===== src/rtl/vram_reader_pkg.sv =====
// -----------------------------------------------------------------------------
// vram_reader_pkg
// Shared definitions for the CPU-side video-memory reader: register offsets
// within the four-byte I/O window, FSM state encoding and status bit positions.
// -----------------------------------------------------------------------------
package vram_reader_pkg;

  // Register offsets relative to the block's I/O base address.
  typedef enum logic [1:0] {
    REG_ADDR = 2'd0,  // pointer shift-in
    REG_BANK = 2'd1,  // bank select (bit 0)
    REG_DATA = 2'd2,  // prefetched byte, read advances the pointer
    REG_STAT = 2'd3   // status
  } reg_off_e;

  localparam int unsigned NUM_REGS = 4;

  // Prefetch sequencer states.
  typedef enum logic [1:0] {
    IDLE = 2'd0,
    REQ  = 2'd1,
    WAIT = 2'd2
  } state_e;

  // Status register bit positions.
  localparam int unsigned STAT_BUSY_BIT = 0;  // 1 while the prefetched byte is not valid
  localparam int unsigned STAT_BANK_BIT = 1;  // current bank

endpackage


===== src/rtl/vram_reader.sv =====
// -----------------------------------------------------------------------------
// vram_reader
// CPU I/O window onto video memory. The CPU loads a 17-bit pointer ({bank,
// rd_addr}) through two registers; every pointer change starts a prefetch over
// the shared video-memory read port. Reading DATA while the prefetched byte is
// valid returns it, advances the pointer and prefetches the next byte.
//
// Ports
//   clock        system clock (CPU domain)
//   reset_n      asynchronous active-low reset
//   address      CPU data-space address
//   din          CPU write data
//   we           CPU write strobe (one cycle)
//   read         CPU read strobe (one cycle, coincident with the read)
//   dout         read-back data, combinational from address
//   hit          address falls inside BASE..BASE+3
//   mem_req      request for the shared video-memory read port
//   mem_gnt      grant from the port arbiter, sampled with mem_req
//   mem_address  {bank, rd_addr} presented while mem_req is high
//   mem_q        video-memory data, valid the cycle after the grant
// -----------------------------------------------------------------------------
module vram_reader
  import vram_reader_pkg::*;
#(
  parameter logic [15:0] BASE = 16'h0028
) (
  input  logic        clock,
  input  logic        reset_n,
  input  logic [15:0] address,
  input  logic [7:0]  din,
  input  logic        we,
  input  logic        read,
  output logic [7:0]  dout,
  output logic        hit,
  output logic        mem_req,
  input  logic        mem_gnt,
  output logic [16:0] mem_address,
  input  logic [7:0]  mem_q
);

  logic [15:0] offset;
  reg_off_e    sel;
  logic        wr_addr;
  logic        wr_bank;
  logic        rd_data;
  logic        restart;
  logic        capture;

  state_e      state;
  state_e      state_nxt;

  logic [15:0] rd_addr;
  logic        bank;
  logic [7:0]  data_reg;
  logic        valid;

  // ---------------------------------------------------------------------------
  // Address decode. Unsigned wrap-around subtraction makes a single compare
  // cover the window for any BASE, aligned or not.
  // ---------------------------------------------------------------------------
  assign offset = address - BASE;
  assign hit    = offset < 16'(NUM_REGS);
  assign sel    = reg_off_e'(offset[1:0]);

  assign wr_addr = we & hit & (sel == REG_ADDR);
  assign wr_bank = we & hit & (sel == REG_BANK);

  // A read that coincides with any write is ignored: the write alone acts.
  // A read while the byte is not yet valid returns stale data and has no
  // side effect.
  assign rd_data = read & ~we & hit & (sel == REG_DATA) & valid;

  // Any pointer change launches a fresh prefetch from whatever state we are in.
  assign restart = wr_addr | wr_bank | rd_data;

  // A restart in WAIT discards the byte arriving for the superseded pointer.
  assign capture = (state == WAIT) & ~restart;

  // ---------------------------------------------------------------------------
  // FSM: state register
  // ---------------------------------------------------------------------------
  always_ff @(posedge clock or negedge reset_n) begin
    // NOTE: non-blocking assignments so every register samples pre-edge values.
    if (!reset_n) state <= IDLE;
    else          state <= state_nxt;
  end

  // ---------------------------------------------------------------------------
  // FSM: next-state logic
  // ---------------------------------------------------------------------------
  always_comb begin
    // NOTE: default assignment first so no path leaves the signal unassigned,
    // which would otherwise infer a latch.
    state_nxt = state;
    if (restart) begin
      state_nxt = REQ;
    end else begin
      case (state)
        IDLE:    state_nxt = IDLE;
        REQ:     if (mem_gnt) state_nxt = WAIT;
        WAIT:    state_nxt = IDLE;
        default: state_nxt = IDLE;
      endcase
    end
  end

  // ---------------------------------------------------------------------------
  // FSM: outputs
  // ---------------------------------------------------------------------------
  always_comb begin
    mem_req = 1'b0;
    if (state == REQ) mem_req = 1'b1;
  end

  assign mem_address = {bank, rd_addr};

  // ---------------------------------------------------------------------------
  // Pointer, bank and prefetch data registers
  // ---------------------------------------------------------------------------
  always_ff @(posedge clock or negedge reset_n) begin
    if (!reset_n) begin
      rd_addr  <= 16'h0000;
      bank     <= 1'b0;
      data_reg <= 8'h00;
      valid    <= 1'b0;
    end else begin
      if (wr_addr)      rd_addr <= {rd_addr[7:0], din};
      else if (rd_data) rd_addr <= rd_addr + 16'd1;

      if (wr_bank) bank <= din[0];

      if (restart) begin
        valid <= 1'b0;
      end else if (capture) begin
        data_reg <= mem_q;
        valid    <= 1'b1;
      end
    end
  end

  // ---------------------------------------------------------------------------
  // Read-back mux
  // ---------------------------------------------------------------------------
  always_comb begin
    dout = 8'h00;
    if (hit) begin
      case (sel)
        REG_DATA: dout = data_reg;
        REG_STAT: begin
          dout[STAT_BANK_BIT] = bank;
          dout[STAT_BUSY_BIT] = ~valid;
        end
        default:  dout = 8'h00;
      endcase
    end
  end

endmodule


===== config.mk =====
export PLATFORM = sky130hd
export DESIGN_NAME = vram_reader
export DESIGN_NICKNAME = d
export VERILOG_FILES = /design/src/rtl/vram_reader_pkg.sv /design/src/rtl/vram_reader.sv
export SDC_FILE = /design/constraint.sdc
export NUM_CORES = 1
export LEC_CHECK = 0
export ABC_AREA = 1
export CAP_MARGIN = 40
export CORE_UTILIZATION = 65
export DETAILED_ROUTE_END_ITERATION = 10
export DONT_BUFFER_PORTS = 1
export PLACE_DENSITY = 0.8
export SLEW_MARGIN = 30
export SYNTH_ARGS = -nofsm -noshare
export SYNTH_HDL_FRONTEND = slang
export SYNTH_SLANG_ARGS = --single-unit
export TNS_END_PERCENT = 10

===== constraint.sdc =====
create_clock -name clock -period 2.99 [get_ports clock]
set_input_delay 0.4485 -clock clock [delete_from_list [all_inputs] [get_ports clock]]
set_output_delay 0.4485 -clock clock [all_outputs]
set_load 0.05 [all_outputs]

==> summary.txt <==
Clock tree
  • Skew-Pair Late Insertion Delay: ~330 ps
  • TritonCTS clock tree: yes
  • Total CTS buffers: 3
  • Clock Tree Buf Depth: 2
  • H-tree depth: 1
  • Post_cts resized: 0
  • Clock Pin Slew Worst Setup and Hold Paths: ~150 ps
  • # clock sinks: 28
  • Root Buffer: clkbuf_4

Global routing
  • Met3 Track Usage GR: 0.04884
  • GR peak layer: met2
  • Largest net degree at the start of global routing: 29
  • Vias in the first global route: about 1600
  • Initial antenna violation count: 0
  • First-pass GRT wire length: 6989 µm
  • Total gr overflow: 0
  • All-Layer GR Usage: 0.2815
  • M2 GR Usage: 0.4441
  • Met1 usage: 0.4038

Yosys
  • Ys async rst share: 1.000
  • Complex-gate fraction of the synthesized area: 0.07157
  • Total nets after synthesis: slightly below 300
  • Sequential fraction of the synthesis area: 0.3746
  • Synth top cells by count: nand2_1, inv_1, dfrtp_1, nand3_1, nor2_1
  • Synth Warn #: 0
  • Area share of the leading cell type in the synthesized netlist: 0.3746
  • Synth Area in XOR/XNOR: 0.04214
  • Synth Register Bits: 28
  • EDFF count, synth: 0
  • Post-Syn Area: 1871 µm²
  • Post-Synth Adder-Cell Area: 0.01338
  • Post-Synthesis Cells: approximately 260
  • Area contributors post-synth: dfrtp_1, nand2_1, nand3_1
  • Count leader, synth: nand2_1
  • Area leader, netlist: dfrtp_1
  • Largest family of logic cells by synthesized area: simple AND/OR/NAND/NOR gates
  • Syn avg cell area: 7.335 µm²
  • Mux cell area share after synthesis: 0
  • Simple logic cell fraction of the synthesized area: 0.3980
  • Yosys cell types: 33
  • Ys flop type: dfrtp_1

Timing
  • RSZ-0062 raised after global routing: false
  • Final Slew Violations: 0
  • Setup TNS: 0 ps
  • Final worst path period share: 0.7587
  • Shortest period the worst path allows: approximately 2300 ps
  • Final hold slack: between 200 and 250 ps
  • Worst Skew: 9.077 ps
  • Maximum clock frequency: 440.8 MHz
  • Final setup vio count: 0
  • Max_slew headroom: 0.5687
  • Worst Tran Pin Value: between 600 and 700 ps
  • Hold Fails Final Rpt: 0

Drt
  • Drt wl/cell: ~14 µm
  • ANT nets after route: 0
  • Routed via count: approximately 1700
  • DRC: 0
  • Final WL: 4030 µm
  • Post-DR vias/cell: roughly 5.7
  • DRT iter0 DRCs: 77
  • First-pass detailed-route iteration total: 4

Placed design
  • DP Wirelength: about 3000 µm
  • I/O Buffers: 0
  • Placer congestion estimate: 0.8630
  • Dpl cells: 291
  • Dpl cell area: 1973 µm²

Cells and area
  • Syn-to-layout area delta: 9.900%
  • Largest register FFs: 16
  • Fill cells: 232
  • Design area: approximately 2100 µm²
  • Final core utilization: 0.7519
  • Fin cells: 297
  • Ant. Diodes: 0
  • Nets: 306
  • Layout cell share with drive strength beyond 1: 0.1391

Setup path
  • Crit path max fanout: 9
  • Path depth of the worst reg2reg path: 10
  • CP Launch Point: address[3]
  • Ordered cell list for the critical path: inv_2 -> ha_1 -> inv_1 -> nor2_1 -> nand2_1 -> nor2_2 -> nand2_2 -> nor2_8 -> nand2_2 -> clkinv_1
  • CP Launch Type: input pin
  • Slowest-stage cell, CP: clkinv_1
  • WP data required: 2540 ps
  • Crit path capture: hit
  • RR Startpoint: rd_addr[1]
  • R2R Path End: rd_addr[14]
  • CP endpoint kind: primary output
  • Flop2flop setup slack: 770 ps
  • Arr. time, crit path: 1820 ps
  • Crit Path Class: in -> out
  • Crit-path max cell delay: 540 ps
  • Crit path top cell by count: nand2_2

Floorplanning
  • Die H: 55.65 µm
  • Number of core rows: 19
  • Core box area: 2734 µm²
  • Die width: 55.65 µm
  • Die footprint: slightly above 3000 µm²
  • IO Pins: 64
  • Initial core utilization: 0.6842

Power and ir drop
  • Leak: 1.072 nW
  • Pwr/cell area: 339.1 nW/µm²
  • Peak supply drop: 0.0003035 V

Job
  • MaxCap Viol Count: 0

Min path
  • Hold WC Path Type: in -> reg

Run status
  • Outcome: finished, final reports clean
cell families (layout without fill, tap and decap cells):
logic type | after synthesis | count (layout)
xor gates and xnor gates | 9 | 9
adders and majority gates | 2 | 2
buffers and inverters | 44 | 55
and+or+nand+nor | 149 | 149
AOI/OAI and AO/OA | 23 | 23
DFF | 28 | 28
metal layers:
metal,wire length (µm),vias up
met5,0,-
met4,19,0
met3,281,2
met2,1891,63
met1,1837,766
li1,-,857
where the power goes:
group / internal (W) / switching (W)
logic: 0.0000185 / 0.0000303
registers: 0.000390 / 0.00000594
clock network: 0.000136 / 0.000117
total: 0.000544 / 0.000153
worst min-delay path by stage:
stage,startpoint,end,slack [ps],depth (start not counted)
after floorplan,reset_n,bank,150,0
after global placement,reset_n,rd_addr[13],150,0
after detailed placement,reset_n,rd_addr[12],150,0
after CTS,mem_gnt,state[0],200,1
after global routing,mem_gnt,state[1],180,2
final,mem_gnt,state[0],200,1
area by class of cell:
class	count	area (µm²)	area share
clock buffers	3	22.52	0.01096
multi-input cells	183	1012	0.4924
well taps	31	38.79	0.01887
clock inverters	1	30.03	0.01461
flip-flops and latches	28	700.7	0.3408
inverters	38	142.6	0.06939
repair buffers	13	108.9	0.05295
repair_timing:
item,4_1_cts,5_1_grt
hold buffers,2,0
buffers inserted,0,0
hold endpoints to repair,28,0
per-stage QoR:
stage	worst slack, ps	power (W)
after global placement	695.8	0.0004388
after floorplan	54.91	0.0004363
after detailed placement	679.0	0.0004404
after global routing	585.7	0.0007228
final	721.6	0.0006970
after CTS	707.2	0.0006991
cells in the final DEF, fill, tap and decap left out, types with 2 or more instances in the layout:
cell type,count
nand4_4,2
nor2_2,3
o21ai_0,2
nand2_2,2
inv_2,2
clkbuf_4,3
inv_1,34
xor2_1,8
nand4_1,10
a21oi_1,6
or2_2,2
o21ai_1,6
o211ai_1,3
buf_4,10
nor3b_2,6
clkinv_1,2
nand3_1,27
nand2_1,62
nor2_1,27
dfrtp_1,28
o22ai_1,4
ha_1,2
nor3_1,2
critical path, delay by kind of cell:
| family | cells | cell delay [ps] |
|---|---|---|
| adders and majority gates | 1 | 270 |
| and+or+nand+nor | 6 | 480 |
| buffers and inverters | 3 | 610 |
No activity file was read; power rests on OpenSTA's default activity.
